<file path="src/rtl/sik_pkg.sv">
// Shared definitions for the fetch scheduler: PC width, thread state encoding, opcodes.
// Combinational content only; no latency or backpressure.
package sik_pkg;

  localparam int PC_W = 16;

  typedef enum logic [1:0] {
    TS_RUN   = 2'd0,
    TS_STALL = 2'd1,
    TS_HALT  = 2'd2
  } tstate_t;

  localparam logic [5:0] OP_JMP  = 6'h02;
  localparam logic [5:0] OP_CALL = 6'h03;
  localparam logic [5:0] OP_RET  = 6'h04;
  localparam logic [5:0] OP_LD   = 6'h08;
  localparam logic [5:0] OP_SYS  = 6'h3f;

endpackage

</file>
<file path="src/rtl/thread_ctx.sv">
// Per-thread context: program counter plus RUN/STALL/HALT state.
// Updates on the edge after an event; eligible/halted are straight decodes of registered state.
module thread_ctx
  import sik_pkg::*;
#(
  parameter int              PC_W    = sik_pkg::PC_W,
  parameter int              PC_STEP = 2,
  parameter logic [PC_W-1:0] START   = '0
) (
  input  logic            clk,
  input  logic            reset,
  input  logic            issue,
  input  logic            redir,
  input  logic [PC_W-1:0] redir_pc,
  input  logic            stall_set,
  input  logic            stall_clr,
  input  logic            halt_req,
  output logic [PC_W-1:0] pc,
  output logic            eligible,
  output logic            halted
);

  localparam logic [PC_W-1:0] STEP = PC_W'(PC_STEP);

  tstate_t state, state_nxt;

  always_ff @(posedge clk) begin
    if (!reset) state <= TS_RUN;
    else        state <= state_nxt;
  end

  // halt_req outranks everything; within STALL a fresh stall_set outranks stall_clr
  always_comb begin
    state_nxt = state;
    if (halt_req) begin
      state_nxt = TS_HALT;
    end else begin
      case (state)
        TS_RUN:   if (stall_set) state_nxt = TS_STALL;
        TS_STALL: if (!stall_set && stall_clr) state_nxt = TS_RUN;
        default:  state_nxt = TS_HALT;
      endcase
    end
  end

  always_ff @(posedge clk) begin
    if (!reset) begin
      pc <= START;
    end else if (redir && state != TS_HALT && !halt_req) begin
      pc <= redir_pc;
    end else if (issue) begin
      pc <= pc + STEP;
    end
  end

  assign eligible = (state == TS_RUN);
  assign halted   = (state == TS_HALT);

endmodule

</file>
<file path="src/rtl/thread_sched.sv">
// Two-thread fetch scheduler; offers one fetch slot per cycle, zero-cycle combinational offer.
// A slot is consumed only when issue_ready is high; SCHED_SKIP_EN lets the other thread fill an ineligible slot.
module thread_sched
  import sik_pkg::*;
#(
  parameter int              PC_W     = sik_pkg::PC_W,
  parameter int              PC_STEP  = 2,
  parameter logic [PC_W-1:0] T0_START = '0,
  parameter logic [PC_W-1:0] T1_START = {{(PC_W-1){1'b0}}, 1'b1}
) (
  input  logic            clk,
  input  logic            reset,
  input  logic            issue_ready,
  output logic            issue_valid,
  output logic            issue_tid,
  output logic [PC_W-1:0] issue_pc,
  input  logic            redir_valid,
  input  logic            redir_tid,
  input  logic [PC_W-1:0] redir_pc,
  input  logic [1:0]      stall_set,
  input  logic [1:0]      stall_clr,
  input  logic [1:0]      halt_req,
  output logic [1:0]      halted,
  output logic            halt
);

  logic [PC_W-1:0] pc [2];
  logic [1:0]      elig;
  logic            last_tid;
  logic            pref;
  logic            sel_tid;
  logic            hold_tid;
  logic [PC_W-1:0] hold_pc;
  logic            fire;

  for (genvar i = 0; i < 2; i++) begin : g_ctx
    thread_ctx #(
      .PC_W    (PC_W),
      .PC_STEP (PC_STEP),
      .START   ((i == 0) ? T0_START : T1_START)
    ) u_ctx (
      .clk       (clk),
      .reset     (reset),
      .issue     (fire && (issue_tid == 1'(i))),
      .redir     (redir_valid && (redir_tid == 1'(i))),
      .redir_pc  (redir_pc),
      .stall_set (stall_set[i]),
      .stall_clr (stall_clr[i]),
      .halt_req  (halt_req[i]),
      .pc        (pc[i]),
      .eligible  (elig[i]),
      .halted    (halted[i])
    );
  end

  assign pref = ~last_tid;

  always_comb begin
`ifdef SCHED_SKIP_EN
    sel_tid     = elig[pref] ? pref : ~pref;
    issue_valid = |elig;
`else
    sel_tid     = pref;
    issue_valid = elig[pref];
`endif
    // with no offer the slot outputs freeze on the last offered values
    issue_tid = issue_valid ? sel_tid : hold_tid;
    issue_pc  = issue_valid ? pc[sel_tid] : hold_pc;
  end

  assign fire = issue_valid && issue_ready;

  always_ff @(posedge clk) begin
    if (!reset) begin
      last_tid <= 1'b1;
      hold_tid <= 1'b0;
      hold_pc  <= T0_START;
      halt     <= 1'b0;
    end else begin
      hold_tid <= issue_tid;
      hold_pc  <= issue_pc;
      halt     <= &halted;
`ifdef SCHED_SKIP_EN
      if (fire) last_tid <= issue_tid;
`else
      // strict alternation: the slot pointer moves on every ready cycle, issued or bubbled
      if (issue_ready) last_tid <= ~last_tid;
`endif
    end
  end

endmodule

</file>
<file path="config.mk">
export PLATFORM = sky130hd
export DESIGN_NAME = thread_sched
export DESIGN_NICKNAME = d
export VERILOG_FILES = /design/src/rtl/sik_pkg.sv /design/src/rtl/thread_ctx.sv /design/src/rtl/thread_sched.sv
export SDC_FILE = /design/constraint.sdc
export NUM_CORES = 1
export LEC_CHECK = 0
export ABC_AREA = 1
export ABC_CLOCK_PERIOD_IN_PS = 1700
export CAP_MARGIN = 20
export CORE_ASPECT_RATIO = 2
export CORE_MARGIN = 10
export CORE_UTILIZATION = 50
export DETAILED_ROUTE_END_ITERATION = 10
export PLACE_DENSITY = 0.75
export RECOVER_POWER = 100
export SYNTH_ARGS = -nofsm -noshare
export SYNTH_HDL_FRONTEND = slang
export SYNTH_HIERARCHICAL = 1
export SYNTH_SLANG_ARGS = --single-unit
</file>
<file path="constraint.sdc">
create_clock -name clk -period 1.7 [get_ports clk]
set_clock_uncertainty 0.2 [all_clocks]
set_input_delay 0.425 -clock clk [delete_from_list [all_inputs] [get_ports clk]]
set_output_delay 0.425 -clock clk [all_outputs]
set_load 0.005 [all_outputs]
</file>
**After elaboration in Yosys (flattened, before gate mapping)**

Cells that the tools add are included.

- Reduce and logical (&&, ||, !) cells: 26
- Eq/ne operators: 14
- $add $sub $neg: 2
- Magnitude comparators: 2
- Bitwise gates (word level): 5
- Multiplexer cells: 19

Operators with widths:

| cell | number |
|---|---|
| $mux W16 | 8 |
| $add A16 B2 Y16 const B | 2 |
| $mux W2 | 6 |
| $logic_and A1 B1 Y1 | 11 |
| $reduce_and A2 Y1 | 5 |
| $ne A2 B2 Y1 const B | 4 |
| $pmux W2 S2 | 2 |
| $ne A3 B2 Y1 const B | 2 |
| $ne A3 B3 Y1 const B | 2 |
| $eq A2 B1 Y1 const B | 2 |
| $eq A2 B2 Y1 const B | 2 |
| $logic_not A1 Y1 | 4 |
| $logic_not A2 Y1 | 2 |
| $ne A2 B1 Y1 const B | 2 |
| $not A1 Y1 | 4 |
| $reduce_bool A2 Y1 | 2 |
| $reduce_or A2 Y1 | 2 |
| $mux W1 | 3 |
| $ge A2 B2 Y1 const B | 1 |
| $lt A1 B2 Y1 const B | 1 |
| $not A1 Y2 | 1 |

- Output and inout port bits: 21
- Register bits after elaboration: 55
- Word-level logic and storage cells: 78

**Logic depth before layout (Yosys ltp)**

- Depth after elaboration: 8
- Depth in mapped cells: 14
- Mapped depth without buffers: 11

**Cells and area by module**

The synthesis kept the hierarchy.

Modules (own cells, without submodules):

| module | area each (µm²) | sequential area each (µm²) | times used | cells each |
|---|---|---|---|---|
| thread_ctx at g_ctx[1].u_ctx | 1249.9 | 360.3 | 1 | 187 |
| thread_sched | 1242.4 | 380.4 | 1 | 208 |
| thread_ctx at g_ctx[0].u_ctx | 1177.4 | 360.3 | 1 | 187 |

**Worst setup path before layout**

OpenSTA, ideal clock, no wires.

- Path kind: register to register
- Start: reg last_tid
- End: reg g_ctx[1].u_ctx.pc[9]
- Arrival: 1526 ps
- Path slack: -161 ps
- Cell stages (with the launch flop): 15
- Library setup time: 135 ps
- Buffers on the path: 5
- Required time: 1365 ps
- Cells stage by stage: dfxtp_1 buf_6 inv_4 buf_6 buf_6 nand3_1 inv_1 buf_2 inv_1 nand2_4 buf_12 nand2_2 nor2_2 nor2_1 nor2_1

- Longest elaborated chain between the ends: 5
- Elaborated cells on any way between the ends: 7
- Classes of those cells: mux (3); bitwise (1); reduce/logical (3)

RTL lines:

| what | line | text |
|---|---|---|
| start: declaration | thread_sched.sv:29 | `logic last_tid;` |
| start signal: assignment | thread_sched.sv:87 | `if (issue_ready) last_tid <= ~last_tid;` |
| $mux W1 (not written as such) (2 in a row) | thread_sched.sv:64 | `issue_valid = elig[pref];` |
| $mux W1 / $logic_and A1 B1 Y1 (equally long branches) | thread_sched.sv:67, thread_sched.sv:71 |  |
| $logic_and A1 B1 Y1 * | thread_sched.sv:44 | `.issue (fire && (issue_tid == 1'(i))),` |
| $reduce_bool A2 Y1 (no source line) * | n/a |  |
| end signal: assignment | thread_ctx.sv:50 | `pc <= redir_pc;` |
| end signal: assignment | thread_ctx.sv:52 | `pc <= pc + STEP;` |
| end: declaration | thread_ctx.sv:18 | `output logic [PC_W-1:0] pc,` |

Every way passes the cells marked *; elsewhere a longest branch is shown, timed or not. The select of a mux whose other input is x is not followed.
A chain may end at the register's enable or synchronous reset.

**Worst setup path after layout**

- Start: reg g_ctx[1].u_ctx.state[1]
- End: out issue_pc[8]

- Longest elaborated chain between the ends: 4

RTL lines:

| what | line | text |
|---|---|---|
| start: declaration | thread_ctx.sv:25 | `tstate_t state, state_nxt;` |
| start signal: assignment | thread_ctx.sv:29 | `else state <= state_nxt;` |
| $logic_not A2 Y1 | thread_ctx.sv:56 | `assign eligible = (state == TS_RUN);` |
| named net elig[1] | thread_sched.sv:28 | `logic [1:0] elig;` |
| $mux W1 (not written as such) (2 in a row) | thread_sched.sv:64 |  |
| $mux W16 | thread_sched.sv:68 | `issue_pc = issue_valid ? pc[sel_tid] : hold_pc;` |
| end: declaration | thread_sched.sv:16 | `output logic [PC_W-1:0] issue_pc,` |

The timed path passes the listed nets, and every way through them passes these cells. The select of a mux whose other input is x is not followed.

==> flow_metrics.tcl <==
set metrics [dict create \
    yosysTopAreaCellShare 0.300 \
    final_hold_viol_count 0 \
    coreArea_um2 7210 \
    grt_first_pass_wirelength_mm 18.9 \
    path_clk_slew_ns 0.07 \
    yosysSeqAreaShare 0.300 \
    min_period_over_period 1.25 \
    syn-instance-count 582 \
    max_stage_delay_ns 0.33 \
    slew_headroom 0.766 \
    path_cells "nor2_4, nand2_4, buf_12, buf_16, nand3b_1, nand2_1, inv_1, buf_2" \
    synth_seq_cells 55 \
    antenna_left 0 \
    fillers 528 \
    route.detailed.drc 0 \
    synth_area_um2 3670 \
    htreeDepth 2 \
    synth_area_leaders "dfxtp_1 (30%), nand2_1 (18%), inv_1 (9.9%)" \
    grt_pass1_vias 4209 \
    crit_buf_inv 4 \
    diodes 0 \
    gr-total-overflow 0 \
    violations "setup timing" \
    place_hpwl_mm 8.42 \
    post-route-min-period_ns 2.12 \
    postSynthAreaPerCell_um2 6.31 \
    final_nets 760 \
    die-height_um 141 \
    worst_pin_slew_ns 0.350 \
    hold_buffers 0 \
    areaGrowthSynthToFinish_pct 50.3 \
    worstHoldStart "hold_tid$_SDFF_PN0_" \
    antenna_found_initial 0 \
    min_path_type "register to register" \
    detail_route.wl_per_cell_um 15.4 \
    clock_latency_ns 0.30 \
    grt_usage 0.207 \
    grt_max_degree 18 \
    numCtsBuffers 5 \
    path_max_fanout 7 \
    critPathArrivalTime_ns 1.49 \
    die-area_um2 11400 \
    setup_slack_ns -0.417 \
    start_kind "register" \
    p_leak_uw 0.00264 \
    die_w_um 80.6 \
    ir_drop_v 0.000461 \
    worst_hold_slack_ns 0.283 \
    final_cell_area_um2 5520 \
    cts_root_buf "clkbuf_16" \
    dpl-instance-area_um2 4800 \
    synth_nets 611 \
    start_util 0.509 \
    layout_commonest_cell "nand2_1" \
    setup-violations-final 35 \
    cts_tree "done" \
    cp_top_family "simple AND/OR/NAND/NOR gates" \
    crit_type "register to output port" \
    cp-startpoint "g_ctx[1].u_ctx/state[1]$_SDFFE_PN0P_" \
    r2r_setup_slack_ns -0.10 \
    routed_wl_mm 12.7 \
    cts.sinks 55 \
    drt_iter0_drc 256 \
    rsz0062_at_grt "yes" \
    num_vias 4323 \
    reg2reg_from "g_ctx[1].u_ctx/state[1]$_SDFFE_PN0P_" \
    port_buffers 47 \
    routed_via_density 5.25 \
    fmax_mhz 472 \
    cpMaxStageDelayCell "dfxtp_2" \
    ios 48 \
    required_ns 1.07 \
    synth_area_leader_cell "dfxtp_1" \
    yosysWarnings 6 \
    cp-end-kind "output port" \
    fp-row-count 44 \
    synth_cell_types 33 \
    cap_violations 0 \
    status "complete, but fails checks" \
    clock_path_buffers 2 \
    gp_congestion 0.949 \
    finalMaxSlewViolations 0 \
    p_per_area_nw_per_um2 698 \
    drive_gt1_frac 0.334 \
    final_cell_mix "nand2_1 (162), inv_1 (89), buf_4 (79), nand3_1 (48), dfxtp_1 (46)" \
    dr.pass1.iters 6 \
]
[cell type report]
type | instances | area [µm²] | area share
Clock buffer | 5 | 125 | 0.0227
Clock inverter | 2 | 37.5 | 0.00681
Inverter | 110 | 433 | 0.0785
Multi-Input combinational cell | 399 | 2180 | 0.396
Sequential cell | 55 | 1110 | 0.202
Tap cell | 92 | 115 | 0.0209
Timing Repair Buffer | 160 | 1510 | 0.273
[per-stage QoR]
stage / total power (µW) / setup TNS (ns) / std cells / worst slack (ns) / utilization
floorplan: 1940 / -0.0408 / 582 / -0.00586 / -
global placement: 2410 / -20.52 / 785 / -0.436 / 0.666
detailed placement: 2430 / -21.66 / 785 / -0.469 / 0.666
CTS: 3740 / -7.50 / 821 / -0.497 / 0.745
global route: 4000 / -10.42 / 823 / -0.490 / 0.765
finish: 3850 / -7.60 / 823 / -0.417 / 0.765
[cells by family (layout without fill, tap and decap cells)]
kind of cell | Yosys count | in the layout | synth area share
and+or+nand+nor | 340 | 341 | 0.433
buffers and inverters | 129 | 277 | 0.161
DFF | 55 | 55 | 0.300
AOI/OAI and AO/OA | 54 | 54 | 0.0948
adders and majority gates | 2 | 2 | 0.00682
xor gates and xnor gates | 2 | 2 | 0.00477
[per-layer routing]
layer  part of all wire  track usage
met2               0.56        0.394
met4              0.065        0.133
met1               0.33        0.192
met3              0.045       0.0242
met5                  0            0
[worst register-to-register path: cells and delay by family (launching register included)]
| kind | cells | cell delay [ns] |
|---|---|---|
| simple gates | 8 | 0.81 |
| buf+inv | 3 | 0.34 |
| flops | 1 | 0.35 |
[synth_stat cells]
library cell and count:
nand2_1 173, inv_1 97, dfxtp_1 55, nand3_1 53
nor2_1 51, a21oi_1 16, nand3b_1 16, nand4_1 16
buf_6 11, inv_2 11, nand2_2 11, o211ai_1 8
o21ai_0 8, a21oi_2 6, a31oi_1 6, o21ai_2 6
buf_2 4, nor2_4 4, nor3_1 4, clkbuf_1 3
nand2_4 3, nor2_2 3, ha_1 2, nor3_4 2
nor4_1 2, o21ai_1 2, o21bai_1 2, xnor2_1 2
buf_12 1, clkinv_1 1, inv_4 1, nand2_8 1
nand3_2 1
[repair_timing]
action	CTS	global route
pin swaps	18	34
buffers inserted	23	14
gates cloned	7	1
resized for setup	120	68
setup endpoints to repair	47	49
[sequential cells by signal, summed over array words and instances (netlist names)]
name               flops
halt                   1
hold_tid               1
g_ctx.u_ctx/pc        32
g_ctx.u_ctx/state      4
last_tid               1
hold_pc               16
[worst paths after layout]
path / endpoint / depth (start not counted)
worst max-delay path: issue_pc[8] / 8
worst max register to register: g_ctx[1].u_ctx/pc[9]$_SDFFE_PN0P_ / 11
worst min-delay path: hold_tid$_SDFF_PN0_ / 2
worst min register to register: hold_tid$_SDFF_PN0_ / 2
[power by group]
group / internal [µW] / total (µW) / switching, µW
combinational: 652 / 1270 / 618
clock: 688 / 1170 / 486
sequential: 1370 / 1400 / 34.1
Note: power is estimated with default switching activity, not from simulation.
